==> config.mk <==
export PLATFORM = sky130hd
export DESIGN_NAME = gpio_event_ctrl
export DESIGN_NICKNAME = d
export VERILOG_FILES = /design/src/rtl/gpio_event_ctrl.sv
export SDC_FILE = /design/constraint.sdc
export NUM_CORES = 1
export LEC_CHECK = 0
export CORE_UTILIZATION = 50
export DETAILED_ROUTE_END_ITERATION = 6
export PLACE_DENSITY = 0.8
export SYNTH_ARGS = -nofsm -noshare
export SYNTH_HDL_FRONTEND = slang
export SYNTH_SLANG_ARGS = --single-unit
==> constraint.sdc <==
create_clock -name clk -period 2.75 [get_ports clk]
set_input_delay 0.825 -clock clk [delete_from_list [all_inputs] [get_ports clk]]
set_output_delay 0.825 -clock clk [all_outputs]
set_load 0.05 [all_outputs]
==> src/rtl/gpio_event_ctrl.sv <==
// GPIO block with APB register access, input synchronisation, per-channel debounce
// and edge-event capture into a write-one-to-clear pending register driving a level irq.
module gpio_event_ctrl #(
    parameter int NGPIO       = 32,
    parameter int SYNC_STAGES = 2,
    parameter int DEB_W       = 8
) (
    input  logic             clk,
    input  logic             rst_n,
    input  logic [NGPIO-1:0] gpio_in,
    output logic [NGPIO-1:0] gpio_out,
    output logic [NGPIO-1:0] gpio_dir,
    input  logic             psel,
    input  logic             penable,
    input  logic             pwrite,
    input  logic [4:0]       paddr,
    input  logic [31:0]      pwdata,
    output logic [31:0]      prdata,
    output logic             pready,
    output logic             pslverr,
    output logic             irq_o
);

    localparam logic [2:0] A_DIR    = 3'd0;
    localparam logic [2:0] A_OUT    = 3'd1;
    localparam logic [2:0] A_IN     = 3'd2;
    localparam logic [2:0] A_INTEN  = 3'd3;
    localparam logic [2:0] A_RISE   = 3'd4;
    localparam logic [2:0] A_FALL   = 3'd5;
    localparam logic [2:0] A_PEND   = 3'd6;
    localparam logic [2:0] A_DEBCFG = 3'd7;

    logic [NGPIO-1:0] r_dir, r_out, r_inten, r_rise_en, r_fall_en, r_pending;
    logic [DEB_W-1:0] r_debcfg;
    logic [NGPIO-1:0] r_sync [SYNC_STAGES];
    logic [NGPIO-1:0] r_stable, r_stable_d;
    logic [DEB_W-1:0] r_cnt [NGPIO];

    logic [2:0]       w_addr;
    logic             w_wr;
    logic [NGPIO-1:0] w_wdata;
    logic [NGPIO-1:0] w_sync;
    logic [NGPIO-1:0] w_set, w_clr;
    logic [31:0]      w_rdata;
    logic             w_unused;

    assign w_addr   = paddr[4:2];
    assign w_wr     = psel & penable & pwrite;
    assign w_wdata  = pwdata[NGPIO-1:0];
    assign w_sync   = r_sync[SYNC_STAGES-1];
    assign w_unused = &{1'b0, paddr[1:0], pwdata};

    always_ff @(posedge clk or negedge rst_n) begin
        if (!rst_n) begin
            r_dir     <= '0;
            r_out     <= '0;
            r_inten   <= '0;
            r_rise_en <= '0;
            r_fall_en <= '0;
            r_debcfg  <= '0;
        end else if (w_wr) begin
            case (w_addr)
                A_DIR:    r_dir     <= w_wdata;
                A_OUT:    r_out     <= w_wdata;
                A_INTEN:  r_inten   <= w_wdata;
                A_RISE:   r_rise_en <= w_wdata;
                A_FALL:   r_fall_en <= w_wdata;
                A_DEBCFG: r_debcfg  <= pwdata[DEB_W-1:0];
                default:  ;
            endcase
        end
    end

    always_ff @(posedge clk or negedge rst_n) begin
        if (!rst_n) begin
            for (int s = 0; s < SYNC_STAGES; s++) r_sync[s] <= '0;
        end else begin
            r_sync[0] <= gpio_in;
            for (int s = 1; s < SYNC_STAGES; s++) r_sync[s] <= r_sync[s-1];
        end
    end

    // ">=" rather than "==" so a threshold lowered below a running count
    // still accepts the new level on the next mismatching edge.
    always_ff @(posedge clk or negedge rst_n) begin
        if (!rst_n) begin
            r_stable   <= '0;
            r_stable_d <= '0;
            for (int i = 0; i < NGPIO; i++) r_cnt[i] <= '0;
        end else begin
            r_stable_d <= r_stable;
            for (int i = 0; i < NGPIO; i++) begin
                if (w_sync[i] != r_stable[i]) begin
                    if (r_cnt[i] >= r_debcfg) begin
                        r_stable[i] <= w_sync[i];
                        r_cnt[i]    <= '0;
                    end else begin
                        r_cnt[i] <= r_cnt[i] + 1'b1;
                    end
                end else begin
                    r_cnt[i] <= '0;
                end
            end
        end
    end

    assign w_set = (r_stable & ~r_stable_d & r_rise_en) | (~r_stable & r_stable_d & r_fall_en);
    assign w_clr = (w_wr && (w_addr == A_PEND)) ? w_wdata : '0;

    // Clear applied before set so a same-edge event survives the W1C.
    always_ff @(posedge clk or negedge rst_n) begin
        if (!rst_n) r_pending <= '0;
        else        r_pending <= (r_pending & ~w_clr) | w_set;
    end

    always_comb begin
        w_rdata = '0;
        case (w_addr)
            A_DIR:    w_rdata[NGPIO-1:0] = r_dir;
            A_OUT:    w_rdata[NGPIO-1:0] = r_out;
            A_IN:     w_rdata[NGPIO-1:0] = r_stable;
            A_INTEN:  w_rdata[NGPIO-1:0] = r_inten;
            A_RISE:   w_rdata[NGPIO-1:0] = r_rise_en;
            A_FALL:   w_rdata[NGPIO-1:0] = r_fall_en;
            A_PEND:   w_rdata[NGPIO-1:0] = r_pending;
            A_DEBCFG: w_rdata[DEB_W-1:0] = r_debcfg;
            default:  w_rdata = '0;
        endcase
    end

    assign prdata   = (psel && !pwrite) ? w_rdata : 32'd0;
    assign pready   = 1'b1;
    assign pslverr  = w_wr && (w_addr == A_IN);
    assign irq_o    = |(r_pending & r_inten);
    assign gpio_dir = r_dir;
    assign gpio_out = r_out;

endmodule

==> flow_metrics.tcl, run 1 <==
set metrics [dict create \
    critPathCapture "irq_o" \
    cp-startpoint "r_inten[24]" \
    rr_worst_depth 7 \
    io_pins 173 \
    violations "setup timing" \
    ys_seq_elements 584 \
    gp_congestion 0.893 \
    grt_overflow 0 \
    clk_pin_slew_ns 0.06 \
    syn-num-nets 3074 \
    die_x_um 249 \
    dieArea_sq_um 62100 \
    clock_latency_ns 0.64 \
    setup-violations-final 34 \
    nets 3468 \
    cts_tree "built" \
    ys_async_sr_fraction 1.00 \
    period_minus_slack_ns 3.15 \
    drt-pass1-iter-count 5 \
    post-route-util 0.646 \
    tns_ns -6.17 \
    powerDensity_nw_per_um2 710 \
    grt_setup_unrepaired "true" \
    synth-edff-count 0 \
    critPathMaxFanout 3 \
    drt_iter0_markers 1810 \
    slowest_stage "or4_4" \
    pwr-share-comb 0.287 \
    grt_pass1_wl_mm 139 \
    start_util 0.506 \
    power.internal_w 0.0182 \
    clock_skew_ns 0.0163 \
    core-area_sq_um 60400 \
    cpPeakStageDelay_ns 0.61 \
    stdcell_area_sq_um 39000 \
    hp-class "input port to asynchronous set/reset pin" \
    rrSetupSlack_ns 0.11 \
    drive_gt1_frac 0.234 \
    crit_family "simple AND/OR/NAND/NOR gates" \
    cts_root_buf "clkbuf_16" \
    final-hold-violation-count 0 \
    pwr-share-clk 0.307 \
    drv_slew 0 \
    p_switching_w 0.00947 \
    worstMarginPinSlew_ns 0.811 \
    grtUsageTotal 0.284 \
    ant_nets 0 \
    path_cells "a22oi_2 > buf_4 > nand4_1 > or4_4 > buf_8" \
    grt_max_degree 84 \
    clockBufferDepth 3 \
    worst_ep_arrival_time_ns 2.33 \
    cts.sinks 584 \
    path_class "register to primary output" \
    cp_num_buf_inv 2 \
    num_rows 90 \
    p_leak_nw 18.5 \
    viasPerCell 6.05 \
    crit_required_ns 1.93 \
    wl_mm 88.3 \
    status "complete, but fails checks" \
    antenna_found_initial 4 \
    ys.flop_type "dfrtp_1" \
    power_frac_seq 0.406 \
    yosysWarnings 0 \
    wl_per_cell_um 22.4 \
    syn-instance-count 2712 \
    sw_frac_of_total 0.342 \
    yosysSeqAreaShare 0.478 \
    slew_headroom 0.445 \
    place_hpwl_mm 58.8 \
    cp-end-kind "primary output" \
    place_ws_ns -0.536 \
    h-tree-depth 2 \
    worst_setup_path_start_kind "register" \
    cap_violations 0 \
    numCtsBuffers 60 \
    whs_ns 0.140 \
    ir_drop_mv 1.10 \
    cts_hold_buf 0 \
    fin_crit_sh 1.15 \
    fp.dieH_um 249 \
    synth_area_per_cell_sq_um 11.3 \
    r2r_start "r_debcfg[0]" \
    fin_ws_ns -0.402 \
    first_global_vias 24900 \
    cp.depth 5 \
    r2r_end "r_cnt[164]" \
    syn_area_sq_um 30600 \
    vias 23800 \
    area_delta_synth_final_pct 27.6 \
    port-buffer-count 169 \
    drc 0 \
    fmax_mhz 317 \
    synth_cell_types 55 \
    placed_area_sq_um 35400 \
]
## through the flow
stage	power (W)	cells
3_3_place_gp	0.0181	3788
6_report	0.0277	3934
2_1_floorplan	0.0153	2712
4_1_cts	0.0275	3925
5_1_grt	0.0289	3934
3_5_place_dp	0.0185	3788
## cells by family after synthesis
family / synth area share
and+or+nand+nor: 0.122
DFF: 0.478
AOI/OAI and AO/OA: 0.0965
adders and majority gates: 0.118
muxes: 0.0984
xor gates and xnor gates: 0.0642
buffers and inverters: 0.0230
other: 0.000123
## sequential cells by signal (all words and copies together), names as in the netlist
signal      count
r_stable_d     32
r_stable       32
r_inten        32
r_fall_en      32
r_pending      32
r_sync         32
r_rise_en      32
w_sync         32
gpio_dir       32
r_debcfg        8
gpio_out       32
r_cnt         256
## area by class of cell
cell class | instances | area [sq um]
Timing Repair Buffer | 391 | 4590
Multi-Input combinational cell | 1990 | 16400
Clock inverter | 20 | 262
Fill cell | 4215 | 21400
Clock buffer | 87 | 1780
Tap cell | 782 | 978
Inverter | 79 | 299
Sequential cell | 584 | 14600
Antenna cell | 1 | 2.50
## repair_timing
action	in CTS	in global routing
gates resized for setup	230	43
setup endpoints to repair	51	40
pin swaps	71	45
buffers inserted	30	14
gates cloned	10	1
## layout by cell type (no fill, tap or decap), types with 65 or more instances in the layout
cell type          n
buf_12            70
a21oi_1           65
xor2_1           189
nor2_1           304
nand3_1          166
buf_4            141
mux2_2           160
inv_1             72
o21a_1            65
clkdlybuf4s50_1  105
ha_1             288
dfrtp_1          574
nand2_1          152
## synthesized netlist by cell type, drive strengths merged (32+ instances only)
| cell type | number | area, sq um |
|---|---|---|
| a22oi | 34 | 255 |
| ha | 288 | 3600 |
| o21a | 65 | 488 |
| a21oi | 84 | 420 |
| xnor2 | 35 | 307 |
| nand4 | 37 | 231 |
| nor2 | 332 | 1260 |
| nand2b | 38 | 238 |
| nand2 | 153 | 574 |
| o311ai | 32 | 280 |
| dfrtp | 584 | 14600 |
| buf | 49 | 369 |
| xor2 | 189 | 1660 |
| inv | 79 | 297 |
| a21o | 35 | 263 |
| o31ai | 33 | 248 |
| nand3 | 166 | 831 |
| mux2 | 210 | 2480 |
| o22ai | 37 | 231 |
| a2111oi | 32 | 280 |
| and3 | 62 | 388 |
## worst reg2reg max path: stages (launching register included)
cell       delay, ns
dfrtp_2         0.52
buf_12          0.31
ha_1            0.28
nand2b_1        0.14
a2111oi_0       0.75
o311ai_1        0.22
buf_4           0.22
nor2_1          0.14
## layer usage
| metal | vias up | track usage | part of all wire |
|---|---|---|---|
| met4 | 6 | 0.143 | 0.053 |
| li1 | 10500 | - | - |
| met3 | 296 | 0.0645 | 0.075 |
| met5 | - | 0 | 0.00041 |
| met2 | 979 | 0.468 | 0.48 |
| met1 | 12000 | 0.352 | 0.39 |
## power by group through the flow
| stage | Sequential, W | Clock (W) | Combinational, W |
|---|---|---|---|
| 4_1_cts | 0.0111 | 0.00861 | 0.00771 |
| 6_report | 0.0113 | 0.00850 | 0.00794 |
| 5_1_grt | 0.0114 | 0.00897 | 0.00855 |
| 3_3_place_gp | 0.0112 | 0 | 0.00691 |
| 3_5_place_dp | 0.0112 | 0 | 0.00728 |
| 2_1_floorplan | 0.0114 | 0 | 0.00391 |
## worst min path at each step
stage                           from            end  slack [ns]  cells past startpoint
after floorplan           r_sync[32]      w_sync[0]        0.33                      0
after global placement    r_sync[48]     w_sync[16]        0.33                      0
after detailed placement  r_sync[42]     w_sync[10]        0.33                      0
after CTS                      rst_n     r_cnt[196]        0.11                      1
after global routing           rst_n  r_fall_en[30]        0.14                      1
final                          rst_n     r_cnt[196]        0.14                      1
No activity file was read; power rests on OpenSTA's default activity.
==> run 2: changes to the inputs <==
Settings changed: RECOVER_POWER set to 25.
==> run 2 against run 1 <==
Via count shrank 0.18%; die area is the same; total power shrank 0.15%; clock power is essentially flat; maximum frequency is essentially flat; critical endpoint unchanged; clock skew shrank 0.0011 ns; first-iteration DRC count grew 1.4%; critical path depth is the same; the flow still finishes with violations (setup timing); design area shrank 0.33%; non-clock buffer count is the same.
==> flow_metrics.tcl, run 2 (synthesis results as in run 1) <==
set metrics [dict create \
    setup-violations-final 34 \
    numCtsBuffers 60 \
    status "complete, but fails checks" \
    wl_mm 88.2 \
    hp-class "register to register" \
    viasPerCell 6.04 \
    cts_root_buf "clkbuf_16" \
    largest_reg_flops 256 \
    nets 3468 \
    pwr-share-comb 0.286 \
    drv_slew 0 \
    antenna_found_initial 4 \
    cts.sinks 584 \
    stdcell_area_sq_um 38900 \
    wl_per_cell_um 22.4 \
    ir_drop_mv 1.10 \
    path_class "register to primary output" \
    num_rows 90 \
    start_util 0.506 \
    slew_headroom 0.0152 \
    crit_required_ns 1.93 \
    port-buffer-count 169 \
    fin_ws_ns -0.403 \
    mostFrequentLayoutCell "dfrtp_1" \
    worst_ep_arrival_time_ns 2.33 \
    violations "setup timing" \
    p_switching_w 0.00947 \
    drc 0 \
    powerDensity_nw_per_um2 712 \
    cts_hold_buf 0 \
    drt-pass1-iter-count 5 \
    period_minus_slack_ns 3.15 \
    ant_nets 0 \
    drive_gt1_frac 0.227 \
    power.internal_w 0.0182 \
    final_cell_mix "578 x dfrtp_1, 304 x nor2_1, 288 x ha_1, 189 x xor2_1, 166 x nand3_1" \
    pwr-share-clk 0.307 \
    worst_setup_path_start_kind "register" \
    critPathMaxFanout 3 \
    grt_setup_unrepaired "true" \
    whs_ns 0.344 \
    placed_area_sq_um 35400 \
    area_delta_synth_final_pct 27.1 \
    clock_skew_ns 0.0152 \
    h-tree-depth 2 \
    top_register "r_cnt" \
    drt_iter0_markers 1835 \
    clk_pin_slew_ns 0.06 \
    fmax_mhz 317 \
    cts_tree "built" \
    clock_latency_ns 0.63 \
    clockBufferDepth 3 \
    sw_frac_of_total 0.343 \
    grt_overflow 0 \
    die_x_um 249 \
    final-hold-violation-count 0 \
    cp-end-kind "primary output" \
    grt_pass1_wl_mm 139 \
    grt_max_degree 84 \
    worstMarginPinSlew_ns 1.48 \
    power_frac_seq 0.407 \
    fp.dieH_um 249 \
    gp_congestion 0.893 \
    dieArea_sq_um 62100 \
    fin_crit_sh 1.15 \
    vias 23700 \
    p_leak_nw 18.4 \
    grtUsageTotal 0.284 \
    place_ws_ns -0.536 \
    place_hpwl_mm 58.8 \
    cap_violations 0 \
    first_global_vias 24900 \
    core-area_sq_um 60400 \
    io_pins 173 \
    tns_ns -6.16 \
]
run 2: changes by cell type in the layout (fill, tap and decap cells not counted):
| cell | delta |
|---|---|
| buf_8 | -1 |
| buf_4 | -19 |
| clkdlybuf4s50_1 | -32 |
| dlygate4sd3_1 | +32 |
| buf_12 | -3 |
| dfrtp_1 | +4 |
| clkbuf_4 | +1 |
| clkbuf_2 | +3 |
| dfrtp_2 | -4 |
| clkbuf_1 | +19 |
run 2: worst paths after layout:
kind	start	end	slack, ns	cells after the start
setup reg to reg	r_debcfg[0]	r_cnt[164]	0.10	7
max in group asynchronous	rst_n	r_sync[38]	0.36	3
hold reg to reg	r_sync[52]	w_sync[20]	0.34	0
setup / recovery	r_inten[24]	irq_o	-0.40	5
hold / removal	r_sync[52]	w_sync[20]	0.34	0
min in group asynchronous	rst_n	r_cnt[196]	0.56	1
run 2: area by class of cell:
| cell class | count | area [sq um] |
|---|---|---|
| antenna | 1 | 2.50 |
| clock buffer | 87 | 1780 |
| clock inverter | 20 | 262 |
| fill | 4247 | 21500 |
| inverter | 79 | 299 |
| multi-input combinational | 1990 | 16400 |
| sequential | 584 | 14600 |
| tap | 782 | 978 |
| timing repair buffer | 391 | 4470 |
run 2: worst max-delay path, stage by stage, from the launching register on:
cell and delay (ns):
dfrtp_1 0.41, a22oi_2 0.24, buf_4 0.17, nand4_1 0.08, or4_4 0.61, buf_8 0.18
run 2: power groups by stage:
stage | sequential (W) | clock, W | combinational, W
after detailed placement | 0.0112 | 0 | 0.00728
final | 0.0113 | 0.00849 | 0.00790
after global routing | 0.0114 | 0.00897 | 0.00851
after global placement | 0.0112 | 0 | 0.00691
after CTS | 0.0111 | 0.00861 | 0.00771
after floorplan | 0.0114 | 0 | 0.00391
run 2: stage by stage:
stage	util	cells	power (W)
floorplan	-	2712	0.0153
global placement	0.586	3788	0.0181
detailed placement	0.586	3788	0.0185
CTS	0.642	3925	0.0275
global route	0.644	3934	0.0288
finish	0.644	3934	0.0277
run 2: repair_timing:
item,CTS,global route
resized for setup,230,43
pin swaps,71,45
setup endpoints to repair,51,40
cloned,10,1
setup buffers,30,14
run 2: layer usage:
metal / global-route usage / vias up / wire [um] / share of wire
met4: 0.143 / 6 / 4790 / 0.054
li1: - / 10500 / - / -
met5: 0 / - / 36 / 0.00041
met1: 0.352 / 11900 / 34500 / 0.39
met3: 0.0645 / 320 / 6680 / 0.076
met2: 0.468 / 991 / 42200 / 0.48
==> run 3: changes to the inputs <==
Settings changed: SETUP_SLACK_MARGIN set to 0.1.
==> run 3 against run 2 <==
The run ends with capacitance limit, slew limit, setup timing left; non-clock buffer count shrank 13; global-route usage shrank 0.28 points; die area is the same; largest cell class unchanged; highest routed layer unchanged.
==> flow_metrics.tcl, run 3 (synthesis results as in run 1) <==
set metrics [dict create \
    status "complete, but fails checks" \
    violations "capacitance limit, slew limit, setup timing" \
    final_cell_mix "583 x dfrtp_1, 301 x nor2_1, 288 x ha_1, 189 x xor2_1, 163 x nand3_1" \
    p_leak_nw 18.4 \
    clk_pin_slew_ns 0.06 \
    setup-violations-final 33 \
    area_delta_synth_final_pct 26.7 \
    grt_max_degree 70 \
    clock_latency_ns 0.64 \
    cts.sinks 584 \
    cp_num_buf_inv 2 \
    worstMarginPinSlew_ns 1.70 \
    antenna_found_initial 2 \
    whs_ns 0.348 \
    powerDensity_nw_per_um2 713 \
    n_antenna_cell 0 \
    cp-end-kind "primary output" \
    drt_iter0_markers 1975 \
    cts_root_buf "clkbuf_16" \
    wl_per_cell_um 22.8 \
    ir_drop_mv 1.02 \
    tns_ns -6.55 \
    largest_reg_flops 256 \
    viasPerCell 6.10 \
    grt_setup_unrepaired "true" \
    fin_ws_ns -0.449 \
    worst_ep_arrival_time_ns 2.37 \
    top_layer "met5" \
    m1WireLength_mm 34.6 \
    cap_violations 1 \
    nets 3456 \
    grtUsageTotal 0.282 \
    port-buffer-count 169 \
    io_pins 173 \
    drive_gt1_frac 0.228 \
    top_register "r_cnt" \
    core-area_sq_um 60400 \
    slowest_stage "or4_4" \
    period_minus_slack_ns 3.20 \
    wl_mm 89.5 \
    drt-pass1-iter-count 5 \
    ant_nets 0 \
    dieArea_sq_um 62100 \
    num_rows 90 \
    fp.dieH_um 249 \
    cts_tree "built" \
    cpPeakStageDelay_ns 0.54 \
    crit_required_ns 1.93 \
    place_hpwl_mm 58.5 \
    die_x_um 249 \
    fillCellCount 4181 \
    grt_overflow 0 \
    worst_setup_path_start_kind "register" \
    fmax_mhz 313 \
    clockBufferDepth 3 \
    start_util 0.506 \
    grt_pass1_wl_mm 137 \
    wl_met2_mm 42.6 \
    gp_congestion 0.903 \
    numCtsBuffers 61 \
    dr_wl_met3_mm 6.75 \
    slew_headroom -0.132 \
    fin_crit_sh 1.16 \
    final-hold-violation-count 0 \
    clock_skew_ns 0.0184 \
    mostFrequentLayoutCell "dfrtp_1" \
    vias 23900 \
    path_class "register to primary output" \
    path_cells "a22oi_2 > buf_4 > nand4_1 > or4_4 > buf_8" \
    h-tree-depth 2 \
    critPathMaxFanout 2 \
    drv_slew 45 \
    drc 0 \
    hp-class "register to register" \
    first_global_vias 24900 \
    crit_family "simple AND/OR/NAND/NOR gates" \
]
-- run 3: cell types whose count changed in the layout (fill, tap and decap cells not counted), sizes merged, moves of 2 or more --
cell | previous run | this run
inv | 80 | 82
dlygate4sd2 | 17 | 61
clkinvlp | 3 | 5
clkbuf | 111 | 95
dlymetal6s2s | 7 | 0
clkdlybuf4s50 | 73 | 36
-- run 3: worst reg2reg max path: stages (launching register included) --
cell and delay [ns]:
dfrtp_2 0.43, buf_4 0.20, buf_12 0.19, ha_1 0.31, nand2b_1 0.15, a2111oi_1 0.77, o31ai_1 0.25, mux2_2 0.32
-- run 3: repair_timing --
item                                    4_1_cts  5_1_grt
resized for setup                           240       79
endpoints found under the setup margin      102       79
pin swaps                                    62       64
gates cloned                                  9        0
setup buffers                                33       22
hold buffers                                  0        0
-- run 3: metal layers --
layer  vias up  track usage
met5         -            0
met4         4        0.163
met3       337       0.0533
met2      1085        0.464
met1     11900        0.347
li1      10500            -
-- run 3: area by class of cell --
| class | instances | area, sq um | area share |
|---|---|---|---|
| clock buffer | 80 | 1690 | 0.0436 |
| clock inverter | 26 | 329 | 0.00850 |
| inverter | 79 | 299 | 0.00773 |
| multi-input combinational | 1990 | 16400 | 0.425 |
| sequential | 584 | 14600 | 0.378 |
| tap | 782 | 978 | 0.0253 |
| timing repair buffer | 378 | 4350 | 0.112 |
-- run 3: worst paths after layout --
check                              start           end  slack [ns]  depth (start not counted)
setup reg to reg             r_debcfg[0]  r_stable[21]        0.03                          7
max in group asynchronous          rst_n    r_cnt[121]        0.37                          2
min in group asynchronous          rst_n    r_cnt[219]        0.64                          1
hold reg to reg               r_sync[41]     w_sync[9]        0.35                          0
hold / removal                r_sync[41]     w_sync[9]        0.35                          0
setup / recovery           r_pending[15]         irq_o       -0.45                          5
-- run 3: power breakdown --
| part | internal, W | leakage [nW] | switching (W) | total [W] |
|---|---|---|---|---|
| registers | 0.00976 | 7.69 | 0.00152 | 0.0113 |
| logic | 0.00331 | 9.70 | 0.00451 | 0.00782 |
| clock network | 0.00494 | 0.985 | 0.00353 | 0.00848 |
| total | 0.0180 | 18.4 | 0.00957 | 0.0276 |
-- run 3: metrics by stage --
step	worst slack (ns)	util	cell area [sq um]	power [W]	instances
after floorplan	-0.219	-	31100	0.0153	2712
after CTS	-0.367	0.635	38300	0.0272	3903
final	-0.449	0.641	38700	0.0276	3919
after global placement	-0.584	0.583	35200	0.0180	3756
after detailed placement	-0.590	0.583	35200	0.0185	3756
after global routing	-0.444	0.641	38700	0.0287	3919
